--- src/rtl/spi_master.sv ---
// spi_master: memory-mapped SPI mode-0 master on the SoC data bus.
//
// Register map (16 bytes at SPI_BASE, word select addr[3:2]):
//   0x0 CTRL    RW  [0] enable, [1] irq_en, [15:8] clkdiv
//   0x4 STATUS      [0] busy, [1] tx_full, [2] rx_valid, [3] overrun (write 1 to clear)
//   0x8 TXDATA  WO  [7:0] byte to send, reads as 0
//   0xC RXDATA  RO  [7:0] last received byte, read clears rx_valid
//
// Ports:
//   clk, rst             system clock, synchronous active-high reset
//   spi_r_addr_i/_en_i   bus read address / strobe; spi_data_o is registered (1-cycle latency)
//   spi_w_addr_i/_en_i   bus write address / strobe, spi_data_i write data
//   spi_irq_o            level interrupt = rx_valid & irq_en
//   sclk, mosi, miso     SPI pins, mode 0, MSB first
//   cs_n                 chip select, active low
//
// Build option: define SPI_TX_FIFO_EN for a 4-entry transmit FIFO; otherwise a
// single holding register queues the next byte.
module spi_master #(
  parameter logic [31:0] SPI_BASE  = 32'h8000_0200,
  parameter logic [7:0]  DIV_RESET = 8'd4
) (
  input  logic        clk,
  input  logic        rst,
  input  logic [31:0] spi_r_addr_i,
  input  logic [31:0] spi_w_addr_i,
  input  logic [31:0] spi_data_i,
  input  logic        spi_r_enable_i,
  input  logic        spi_w_enable_i,
  output logic [31:0] spi_data_o,
  output logic        spi_irq_o,
  output logic        sclk,
  output logic        mosi,
  input  logic        miso,
  output logic        cs_n
);

  typedef enum logic [1:0] {
    S_IDLE  = 2'd0,
    S_SETUP = 2'd1,
    S_SHIFT = 2'd2,
    S_HOLD  = 2'd3
  } state_t;

  localparam logic [1:0] REG_CTRL   = 2'd0;
  localparam logic [1:0] REG_STATUS = 2'd1;
  localparam logic [1:0] REG_TXDATA = 2'd2;
  localparam logic [1:0] REG_RXDATA = 2'd3;

  state_t      state_q, state_d;
  logic [7:0]  cnt_q, cnt_d;
  logic [3:0]  half_q, half_d;
  logic [7:0]  tx_sh_q, tx_sh_d;
  logic [7:0]  rx_sh_q, rx_sh_d;
  logic        sclk_q, sclk_d;
  logic        mosi_q, mosi_d;
  logic        cs_n_q, cs_n_d;
  logic        enable_q, enable_d;
  logic        irq_en_q, irq_en_d;
  logic [7:0]  clkdiv_q, clkdiv_d;
  logic        rx_valid_q, rx_valid_d;
  logic        overrun_q, overrun_d;
  logic [7:0]  rxdata_q, rxdata_d;
  logic [31:0] data_o_q, data_o_d;

  logic        r_hit, w_hit, w_ctrl, w_status, w_tx, r_rx;
  logic        busy, tx_full, tx_pending, tx_accept, start, abort, done;
  logic [7:0]  tx_byte;
  logic [31:0] rdata;
  logic        unused_bits;

  assign r_hit    = spi_r_enable_i && (spi_r_addr_i[31:4] == SPI_BASE[31:4]);
  assign w_hit    = spi_w_enable_i && (spi_w_addr_i[31:4] == SPI_BASE[31:4]);
  assign w_ctrl   = w_hit && (spi_w_addr_i[3:2] == REG_CTRL);
  assign w_status = w_hit && (spi_w_addr_i[3:2] == REG_STATUS);
  assign w_tx     = w_hit && (spi_w_addr_i[3:2] == REG_TXDATA);
  assign r_rx     = r_hit && (spi_r_addr_i[3:2] == REG_RXDATA);

  assign busy      = (state_q != S_IDLE);
  assign tx_accept = w_tx && enable_q && !tx_full;
  assign start     = (state_q == S_IDLE) && tx_pending && enable_q;
  // Abort reacts to the enable value being written this cycle, so the
  // pins are released in the very next cycle.
  assign abort     = busy && !enable_d;

  assign unused_bits = ^{spi_data_i[31:16], spi_r_addr_i[1:0], spi_w_addr_i[1:0]};

`ifdef SPI_TX_FIFO_EN
  logic [7:0] fifo_q [4];
  logic [1:0] wptr_q, wptr_d, rptr_q, rptr_d;
  logic [2:0] fcnt_q, fcnt_d;

  assign tx_pending = (fcnt_q != 3'd0);
  assign tx_full    = (fcnt_q == 3'd4);
  assign tx_byte    = fifo_q[rptr_q];

  always_comb begin
    wptr_d = wptr_q;
    rptr_d = rptr_q;
    fcnt_d = fcnt_q;
    if (abort) begin
      wptr_d = 2'd0;
      rptr_d = 2'd0;
      fcnt_d = 3'd0;
    end else begin
      if (tx_accept) wptr_d = wptr_q + 2'd1;
      if (start)     rptr_d = rptr_q + 2'd1;
      case ({tx_accept, start})
        2'b10:   fcnt_d = fcnt_q + 3'd1;
        2'b01:   fcnt_d = fcnt_q - 3'd1;
        default: fcnt_d = fcnt_q;
      endcase
    end
  end

  always_ff @(posedge clk) begin
    if (rst) begin
      wptr_q <= 2'd0;
      rptr_q <= 2'd0;
      fcnt_q <= 3'd0;
    end else begin
      wptr_q <= wptr_d;
      rptr_q <= rptr_d;
      fcnt_q <= fcnt_d;
    end
  end

  always_ff @(posedge clk) begin
    if (tx_accept) fifo_q[wptr_q] <= spi_data_i[7:0];
  end
`else
  logic       pend_q, pend_d;
  logic [7:0] hold_q;

  assign tx_pending = pend_q;
  assign tx_full    = busy | pend_q;
  assign tx_byte    = hold_q;

  always_comb begin
    pend_d = pend_q;
    if (abort)          pend_d = 1'b0;
    else if (tx_accept) pend_d = 1'b1;
    else if (start)     pend_d = 1'b0;
  end

  always_ff @(posedge clk) begin
    if (rst) pend_q <= 1'b0;
    else     pend_q <= pend_d;
  end

  always_ff @(posedge clk) begin
    if (tx_accept) hold_q <= spi_data_i[7:0];
  end
`endif

  always_comb begin
    enable_d = enable_q;
    irq_en_d = irq_en_q;
    clkdiv_d = clkdiv_q;
    if (w_ctrl) begin
      enable_d = spi_data_i[0];
      irq_en_d = spi_data_i[1];
      clkdiv_d = spi_data_i[15:8];
    end
  end

  // Transfer FSM: SETUP, 16 SHIFT half-periods, HOLD, each clkdiv+1 cycles.
  always_comb begin
    state_d = state_q;
    cnt_d   = cnt_q;
    half_d  = half_q;
    tx_sh_d = tx_sh_q;
    rx_sh_d = rx_sh_q;
    sclk_d  = sclk_q;
    mosi_d  = mosi_q;
    cs_n_d  = cs_n_q;
    done    = 1'b0;
    case (state_q)
      S_IDLE: begin
        if (start) begin
          tx_sh_d = tx_byte;
          mosi_d  = tx_byte[7];
          cs_n_d  = 1'b0;
          cnt_d   = clkdiv_q;
          state_d = S_SETUP;
        end
      end
      S_SETUP: begin
        if (cnt_q == 8'd0) begin
          // First rising edge: the slave has had a full half-period with bit 7.
          sclk_d  = 1'b1;
          rx_sh_d = {rx_sh_q[6:0], miso};
          half_d  = 4'd0;
          cnt_d   = clkdiv_q;
          state_d = S_SHIFT;
        end else begin
          cnt_d = cnt_q - 8'd1;
        end
      end
      S_SHIFT: begin
        if (cnt_q == 8'd0) begin
          cnt_d = clkdiv_q;
          if (half_q == 4'd15) begin
            sclk_d  = 1'b0;
            state_d = S_HOLD;
          end else begin
            half_d = half_q + 4'd1;
            if (sclk_q) begin
              sclk_d  = 1'b0;
              tx_sh_d = {tx_sh_q[6:0], 1'b0};
              mosi_d  = tx_sh_q[6];
            end else begin
              sclk_d  = 1'b1;
              rx_sh_d = {rx_sh_q[6:0], miso};
            end
          end
        end else begin
          cnt_d = cnt_q - 8'd1;
        end
      end
      S_HOLD: begin
        if (cnt_q == 8'd0) begin
          cs_n_d  = 1'b1;
          done    = 1'b1;
          state_d = S_IDLE;
        end else begin
          cnt_d = cnt_q - 8'd1;
        end
      end
      default: state_d = S_IDLE;
    endcase
    if (abort) begin
      state_d = S_IDLE;
      cs_n_d  = 1'b1;
      sclk_d  = 1'b0;
      done    = 1'b0;
    end
  end

  // Completion wins over a same-cycle RXDATA read: the new byte stays valid,
  // and overrun only flags a byte that was never going to be read.
  always_comb begin
    rx_valid_d = rx_valid_q;
    overrun_d  = overrun_q;
    rxdata_d   = rxdata_q;
    if (done) begin
      rxdata_d   = rx_sh_q;
      rx_valid_d = 1'b1;
    end else if (r_rx) begin
      rx_valid_d = 1'b0;
    end
    if (done && rx_valid_q && !r_rx)        overrun_d = 1'b1;
    else if (w_status && spi_data_i[3])     overrun_d = 1'b0;
  end

  // Read mux uses current register values, so a same-cycle write is not visible.
  always_comb begin
    rdata = 32'd0;
    case (spi_r_addr_i[3:2])
      REG_CTRL:   rdata = {16'd0, clkdiv_q, 6'd0, irq_en_q, enable_q};
      REG_STATUS: rdata = {28'd0, overrun_q, rx_valid_q, tx_full, busy};
      REG_RXDATA: rdata = {24'd0, rxdata_q};
      default:    rdata = 32'd0;
    endcase
    data_o_d = r_hit ? rdata : 32'd0;
  end

  always_ff @(posedge clk) begin
    if (rst) begin
      state_q    <= S_IDLE;
      cnt_q      <= 8'd0;
      half_q     <= 4'd0;
      sclk_q     <= 1'b0;
      mosi_q     <= 1'b0;
      cs_n_q     <= 1'b1;
      enable_q   <= 1'b0;
      irq_en_q   <= 1'b0;
      clkdiv_q   <= DIV_RESET;
      rx_valid_q <= 1'b0;
      overrun_q  <= 1'b0;
      rxdata_q   <= 8'd0;
      data_o_q   <= 32'd0;
    end else begin
      state_q    <= state_d;
      cnt_q      <= cnt_d;
      half_q     <= half_d;
      sclk_q     <= sclk_d;
      mosi_q     <= mosi_d;
      cs_n_q     <= cs_n_d;
      enable_q   <= enable_d;
      irq_en_q   <= irq_en_d;
      clkdiv_q   <= clkdiv_d;
      rx_valid_q <= rx_valid_d;
      overrun_q  <= overrun_d;
      rxdata_q   <= rxdata_d;
      data_o_q   <= data_o_d;
    end
  end

  always_ff @(posedge clk) begin
    tx_sh_q <= tx_sh_d;
    rx_sh_q <= rx_sh_d;
  end

  assign spi_data_o = data_o_q;
  assign spi_irq_o  = rx_valid_q & irq_en_q;
  assign sclk       = sclk_q;
  assign mosi       = mosi_q;
  assign cs_n       = cs_n_q;

endmodule

--- config.mk ---
export PLATFORM = sky130hd
export DESIGN_NAME = spi_master
export DESIGN_NICKNAME = d
export VERILOG_FILES = /design/src/rtl/spi_master.sv
export SDC_FILE = /design/constraint.sdc
export NUM_CORES = 1
export LEC_CHECK = 0
export CORE_MARGIN = 4
export CORE_UTILIZATION = 45
export CTS_BUF_LIST = sky130_fd_sc_hd__clkbuf_4
export DETAILED_ROUTE_END_ITERATION = 16
export PLACE_DENSITY = 0.89
export SKIP_CTS_REPAIR_TIMING = 1
export SYNTH_ARGS = -nofsm -noshare
export SYNTH_HDL_FRONTEND = slang
export SYNTH_SLANG_ARGS = --single-unit
--- constraint.sdc ---
create_clock -name clk -period 2.49 [get_ports clk]
set_clock_uncertainty 0.1 [all_clocks]
set_input_delay 0.249 -clock clk [delete_from_list [all_inputs] [get_ports clk]]
set_output_delay 0.249 -clock clk [all_outputs]
set_load 0.01 [all_outputs]
# Word level (Yosys, flattened, before mapping)
# Index checks and enable logic that the tools add are counted.
# Widths: inputs -> output; s select.
# op_classes
add_sub_neg,2
eq_ne,19
n_mux,46
bitwise_logic,3
n_reduce_logical,38
# ops
cell,n
$eq 28x28->1 const B,2
$mux 8,7
$pmux 16 s3,1
$mux 7,4
$pmux 8 s3,1
$mux 1,18
$ne 2x2->1 const B,9
$pmux 8 s2,1
$reduce_and 5->1,3
$logic_and 1x1->1,14
$pmux 7 s2,1
$reduce_bool 2->1,7
$mux 4,3
$mux 2,5
$eq 2x2->1 const B,4
$logic_not 8->1,1
$pmux 2 s4,1
$pmux 4 s2,1
$sub 8x1->8 const B,1
$eq 2x1->1 const B,3
$logic_not 2->1,3
$pmux 1 s2,3
$reduce_and 3->1,2
$reduce_or 2->1,3
other kinds (8),10
# word_totals
reg_bits,93
in_bits,101

# Depth between registers and ports, before layout
# Gate-level depths: netlist of the first run.
# logic_depth
word_depth,10
depth_mapped,8

# Least setup slack after synthesis of the first run
# OpenSTA, ideal clock, no wires.
# synth_path
kind,reg-to-reg
start,register cnt_q[0]
end,register tx_sh_q[0] (enable)
arrival_ns,1.760
setup_slack_ns,0.256
stages_incl_launch_ff,7
n_path_buf,0
cell_sequence,dfxtp_1 > inv_1 > ha_1 > or4b_4 > nor2_4 > nand4_1 > a21oi_1
# synth_via
elab_chain_cells,3
# synth_lines
element,line,rtl
"start, declared",51,"logic [7:0] cnt_q, cnt_d;"
"start signal, assigned",285,cnt_q <= cnt_d;
$logic_not 8->1,201,if (cnt_q == 8'd0) begin
$ne 2x2->1 (no source line),--,
$reduce_and 5->1 (no source line),--,
"end signal, assigned",301,tx_sh_q <= tx_sh_d;
"end, declared",53,"logic [7:0] tx_sh_q, tx_sh_d;"
# Every way passes these cells.
# A chain may end at the register's enable or synchronous reset.

# Worst setup path after layout of the first run
# layout_path
start,register cnt_q[0]
end,register rx_sh_q[4] (enable)
# layout_via
elab_chain_cells,3
word_cells_on_any_way,4
classes_between,eq/ne: 2; reduce/logical: 2
# layout_lines
element,line,rtl
$logic_not 8->1 *,"189, 201",
$ne 2x2->1 (no source line),--,
$reduce_and 5->1 (no source line) *,--,
"end signal, assigned",302,rx_sh_q <= rx_sh_d;
"end, declared",54,"logic [7:0] rx_sh_q, rx_sh_d;"
# Mark *: on every way between the ends. The rest lies on a longest branch, timed or not.

==> results of run 1 <==
-- per-layer routing --
metal | part of all wire, % | track usage (%) | vias to the layer above | wire [um]
met5 | 0 | 0 | - | 0
met4 | 1.3 | 5.37 | 0 | 119
met3 | 7.2 | 5.89 | 12 | 646
met2 | 51 | 34.4 | 115 | 4610
met1 | 40 | 22.6 | 1437 | 3600
li1 | - | - | 1445 | -
-- state kept, by name, indices dropped and copies added, names as in the netlist --
signal      flops
spi_data_o     16
clkdiv_q        8
cnt_q           8
hold_q          8
rx_sh_q         8
rxdata_q        8
tx_sh_q         7
half_q          4
state_q         2
cs_n            1
enable_q        1
irq_en_q        1
mosi            1
overrun_q       1
pend_q          1
rx_valid_q      1
sclk            1
-- critical path: stages, from the launching register on --
cell      delay [ns]
dfxtp_1         0.33
inv_1           0.12
ha_1            0.16
or4b_4          0.51
o21ai_1         0.19
a22oi_1         0.16
nand3b_1        0.28
inv_2           0.22
-- cell families (layout without fill, tap and decap cells) --
logic type,after synthesis,count (layout)
buffers and inverters,44,149
multiplexers,30,30
XOR/XNOR,3,3
other,1,16
AO/OA/AOI/OAI,51,51
flip-flops,77,77
AND/OR/NAND/NOR,127,127
adder cells (fa/ha/maj),8,8
-- layout by cell type (no fill, tap or decap), types with 3 or more instances in the layout --
master           instances
buf_4                   16
a31o_2                   3
edfxtp_1                23
nor3_1                   4
and2_1                   3
nor2_4                   3
o32ai_1                  3
dfxtp_1                 54
nand2_1                 32
o21ai_0                  7
clkbuf_4                10
a22oi_1                  4
a221oi_1                 6
ha_1                     8
mux2i_1                 22
bufinv_16                3
mux2_2                   6
nor4b_1                  5
nand4_1                  9
a211oi_1                 4
inv_1                   14
and3_1                  12
conb_1                  16
nand2b_1                 3
nor2_1                  27
or3_1                    6
nor4_1                  10
clkdlybuf4s50_1        100
xor2_1                   3
a21oi_1                  8
-- power by group through the flow --
stage                     logic (mW)  clock network, mW  registers [mW]
after global routing           0.685               1.03            1.39
final                          0.636              0.955            1.38
after CTS                      0.624              0.973            1.38
after global placement         0.588                  0            1.41
after detailed placement       0.619                  0            1.41
after floorplan                0.365                  0            1.40
-- path summary, 6_finish.rpt --
path	start	endpoint	slack, ns	cells past startpoint
max	cnt_q[0]$_SDFFE_PP0P_	rx_sh_q[4]$_DFFE_PP_	0.13	7
min reg2reg	rxdata_q[4]$_SDFFE_PP0P_	rxdata_q[4]$_SDFFE_PP0P_	0.37	2
min	miso	rx_sh_q[0]$_DFFE_PP_	0.26	1
max reg2reg	cnt_q[0]$_SDFFE_PP0P_	rx_sh_q[4]$_DFFE_PP_	0.13	7
-- cell type report --
class,instances,area (um^2)
Clock buffer,10,75.1
Multi-Input combinational cell,235,1580
Sequential cell,77,1770
Tap cell,99,124
Clock inverter,6,111
Fill cell,551,2530
Timing Repair Buffer,118,1160
Inverter,15,56.3
==> impl_metrics.env, run 1 <==
export IMPL_outcome="finished clean"
export IMPL_slew_headroom_pct=57.1
export IMPL_drt_wirelength_per_cell_um=16.0
export IMPL_htreeDepth=3
export IMPL_grt_ovfl_total=0
export IMPL_ioPinCount=137
export IMPL_synth_top_area_share_pct=30.7
export IMPL_grt_use_total_pct=19.4
export IMPL_cp_arrival_ns=2.38
export IMPL_drc_errors=0
export IMPL_combinationalPowerShare_pct=21.4
export IMPL_fp_row_count=31
export IMPL_antenna_found_initial=0
export IMPL_max_freq_ghz=0.425
export IMPL_path_clk_slew_ns=0.13
export IMPL_yosys_area_share_adder_pct=2.84
export IMPL_grt_pass1_wl_um=14000
export IMPL_seq_area_frac_synth_pct=50.3
export IMPL_min_period_ns=2.36
export IMPL_yosysTopAreaCell="dfxtp_1"
export IMPL_cap_viol_max_count=0
export IMPL_dr_pass1_iters=4
export IMPL_netlist_instances=341
export IMPL_pwr_share_clk_pct=32.1
export IMPL_synth_area_leaders="dfxtp_1, edfxtp_1, mux2i_1"
export IMPL_finalHoldViolCount=0
export IMPL_synth_compound_area_share_pct=10.6
export IMPL_min_delay_path_class="input pin to flip-flop"
export IMPL_synth_top_family_by_area="simple AND/OR/NAND/NOR gates"
export IMPL_dieHeight_um=96.4
export IMPL_synth_simple_area_share_pct=19.7
export IMPL_die_x_um=96.4
export IMPL_crit_type="flip-flop to flip-flop"
export IMPL_swShare_pct=27.0
export IMPL_start_util_pct=47.5
export IMPL_synthTopCellsByCount="dfxtp_1, nand2_1, nor2_1"
export IMPL_area_growth_pct=38.6
export IMPL_design_area_mm2=0.00488
export IMPL_place_area_mm2=0.00469
export IMPL_cts_buffer_depth=2
export IMPL_seqPwrFrac_pct=46.5
export IMPL_syn_avg_cell_area_um2=10.3
export IMPL_cp_end_kind="flip-flop"
export IMPL_drv_slew=0
export IMPL_dpl_cell_count=544
export IMPL_ys_warn_count=0
export IMPL_nets=565
export IMPL_core_mm2=0.00741
export IMPL_vias_per_cell=5.37
export IMPL_cts_made_buffers=9
export IMPL_antenna_cells=0
export IMPL_grt_pass1_vias=3041
export IMPL_p_int_mw=2.17
export IMPL_place_congestion=0.892
export IMPL_via_count=3009
export IMPL_rsz0062_at_grt="no"
export IMPL_synth_flop_cell="dfxtp_1"
export IMPL_clock_sink_count=77
export IMPL_drtIter0Drc=217
export IMPL_setup_tns_ns=0
export IMPL_dp_hpwl_um=6860
export IMPL_required_ns=2.51
export IMPL_worstMarginPinSlew_ns=0.643
export IMPL_async_flop_share_pct=0
export IMPL_power_density_mw_per_mm2=610
export IMPL_setup_viol=0
export IMPL_clock_latency_ns=0.43
export IMPL_grt_max_degree=25
export IMPL_synthMuxAreaShare_pct=9.14
export IMPL_port_buffers=100
export IMPL_yosysMostFrequentCell="dfxtp_1"
export IMPL_power_mw=2.97
export IMPL_drive_above_1_share_pct=11.9
export IMPL_startpoint_type="flip-flop"
export IMPL_power_switching_mw=0.804
export IMPL_path_max_fanout=8
export IMPL_route_final_wire_length_um=8980
export IMPL_fin_crit_sh_pct=94.6
export IMPL_finalNonFillerCells=560
export IMPL_ant_nets=0
export IMPL_dpl_worst_slack_ns=-0.257
export IMPL_die_area_mm2=0.00930
export IMPL_fin_util_pct=65.8
export IMPL_vdd_drop_max_uv=302
export IMPL_synth_edf_count=23
export IMPL_synthDistinctLibCells=54
export IMPL_leakagePower_nw=1.87
export IMPL_tritoncts="done"
export IMPL_synth_seq_cells=77
export IMPL_synth_xor_area_share_pct=0.747
export IMPL_worst_slack_ns=0.135
export IMPL_synth_area_mm2=0.00352
export IMPL_hold_slack_ns=0.257
export IMPL_clockRootBuffer="clkbuf_4"
(Power assumes the default switching activity.)
==> run 2: changes to the inputs <==
--- a/config.mk
+++ b/config.mk
@@ -10,2 +10,3 @@
 export CTS_BUF_LIST = sky130_fd_sc_hd__clkbuf_4
+export CTS_CLUSTER_SIZE = 8
 export DETAILED_ROUTE_END_ITERATION = 16
==> constraint.sdc (replaced) <==
create_clock -name clk -period 2.49 [get_ports clk]
set_clock_uncertainty 0.1 [all_clocks]
set_input_delay 0.498 -clock clk [delete_from_list [all_inputs] [get_ports clk]]
set_output_delay 0.498 -clock clk [all_outputs]
set_load 0.01 [all_outputs]
==> impl_metrics.env, run 2 (synthesized netlist as in run 1, its figures left out) <==
export IMPL_cp_end_kind="flip-flop"
export IMPL_fin_util_pct=66.3
export IMPL_finalNonFillerCells=564
export IMPL_hold_end="rxdata_q[1]$_SDFFE_PP0P_"
export IMPL_grt_pass1_vias=3116
export IMPL_final_common_cell="clkdlybuf4s50_1"
export IMPL_path_max_fanout=8
export IMPL_antenna_found_initial=0
export IMPL_power_density_mw_per_mm2=582
export IMPL_cts_buffer_depth=2
export IMPL_clock_latency_ns=0.42
export IMPL_worstHoldPathCells=2
export IMPL_drtIter0Drc=162
export IMPL_clockRootBuffer="clkbuf_4"
export IMPL_leakagePower_nw=1.88
export IMPL_vias_per_cell=5.41
export IMPL_port_buffers=100
export IMPL_nets=569
export IMPL_area_growth_pct=39.5
export IMPL_htreeDepth=3
export IMPL_grt_pass1_wl_um=14300
export IMPL_outcome="finished clean"
export IMPL_finalHoldViolCount=0
export IMPL_ant_nets=0
export IMPL_startpoint_type="input pin"
export IMPL_min_delay_path_class="flip-flop to flip-flop"
export IMPL_r2r_cells=8
export IMPL_setup_viol=0
export IMPL_clock_sink_count=77
export IMPL_route_final_wire_length_um=8970
export IMPL_grt_use_total_pct=20.1
export IMPL_tritoncts="done"
export IMPL_min_period_ns=2.43
export IMPL_crit_family="simple AND/OR/NAND/NOR gates"
export IMPL_timing_rr_start="cnt_q[0]$_SDFFE_PP0P_"
export IMPL_die_area_mm2=0.00930
export IMPL_design_area_mm2=0.00491
export IMPL_grt_ovfl_total=0
export IMPL_drive_above_1_share_pct=13.5
export IMPL_hold_slack_ns=0.367
export IMPL_cp_num_buf_inv=3
export IMPL_required_ns=2.54
export IMPL_dieHeight_um=96.4
export IMPL_reg2reg_setup_slack_ns=0.18
export IMPL_start_util_pct=47.5
export IMPL_setup_tns_ns=0
export IMPL_worstHoldStart="rxdata_q[1]$_SDFFE_PP0P_"
export IMPL_r2r_end="overrun_q$_SDFFE_PP0P_"
export IMPL_dp_hpwl_um=6800
export IMPL_grt_max_degree=25
export IMPL_cp_arrival_ns=2.47
export IMPL_drt_wirelength_per_cell_um=15.9
export IMPL_core_mm2=0.00741
export IMPL_crit_chain="clkdlybuf4s50_1, nor4_2, nand4_1, or3_1, or4_4, inv_1, buf_12"
export IMPL_largest_register_ffs=16
export IMPL_max_stage_delay_ns=0.52
export IMPL_place_area_mm2=0.00472
export IMPL_final_cell_mix="clkdlybuf4s50_1, dfxtp_1, nand2_1"
export IMPL_vdd_drop_max_uv=255
export IMPL_max_freq_ghz=0.412
export IMPL_fp_row_count=31
export IMPL_slew_headroom_pct=45.9
export IMPL_ioPinCount=137
export IMPL_antenna_cells=0
export IMPL_cts_made_buffers=9
export IMPL_crit_type="input pin to flip-flop"
export IMPL_drv_slew=0
export IMPL_drc_errors=0
export IMPL_fin_crit_sh_pct=97.5
export IMPL_cap_viol_max_count=0
export IMPL_slowest_stage="or4_4"
export IMPL_dpl_cell_count=548
export IMPL_via_count=3053
export IMPL_nFillCells=534
export IMPL_dr_pass1_iters=5
export IMPL_worstMarginPinSlew_ns=0.812
export IMPL_die_x_um=96.4
export IMPL_place_congestion=0.876
export IMPL_path_clk_slew_ns=0.11
[run 2: how the worst max path moves through the flow]
stage                                 from                  end  cells past startpoint
after CTS                 spi_w_addr_i[14]  hold_q[6]$_DFFE_PP_                      7
final                     spi_w_addr_i[13]  hold_q[2]$_DFFE_PP_                      7
after detailed placement  spi_w_addr_i[13]  hold_q[4]$_DFFE_PP_                      7
after floorplan            spi_w_addr_i[5]  hold_q[0]$_DFFE_PP_                      5
after global routing      spi_w_addr_i[13]  hold_q[6]$_DFFE_PP_                      7
after global placement    spi_w_addr_i[14]  hold_q[5]$_DFFE_PP_                      7
[run 2: metrics by stage]
stage / setup WS (ns) / total power [mW]
floorplan: 0.0967 / 1.77
global placement: -0.395 / 2.00
global route: -0.0375 / 3.00
CTS: 0.0227 / 2.85
detailed placement: -0.437 / 2.02
finish: 0.0627 / 2.86
[run 2: layout make-up]
class / count / area [um^2] / area share (%)
Multi-Input combinational cell: 235 / 1610 / 32.7
Tap cell: 99 / 124 / 2.52
Timing Repair Buffer: 122 / 1190 / 24.3
Inverter: 15 / 56.3 / 1.15
Clock inverter: 6 / 86.3 / 1.76
Clock buffer: 10 / 75.1 / 1.53
Sequential cell: 77 / 1770 / 36.1
[run 2: worst reg2reg max path: stages, from the launching register on]
cell     delay [ns]
dfxtp_1        0.33
inv_1          0.11
ha_1           0.15
or4b_4         0.50
or3_4          0.41
nor2_4         0.15
mux2i_4        0.09
buf_12         0.15
o31ai_1        0.22
[run 2: power breakdown]
group | internal, mW | switching [mW] | total [mW]
Combinational | 0.304 | 0.327 | 0.631
Clock | 0.418 | 0.427 | 0.844
Sequential | 1.35 | 0.0308 | 1.38
Total | 2.07 | 0.785 | 2.86
[run 2: layer usage]
layer,GRT usage (%),vias up,part of all wire (%)
met1,24.1,1466,40
met2,34.5,123,52
li1,-,1454,-
met4,6.66,0,1.0
met3,5.89,10,7.1
met5,0,-,0
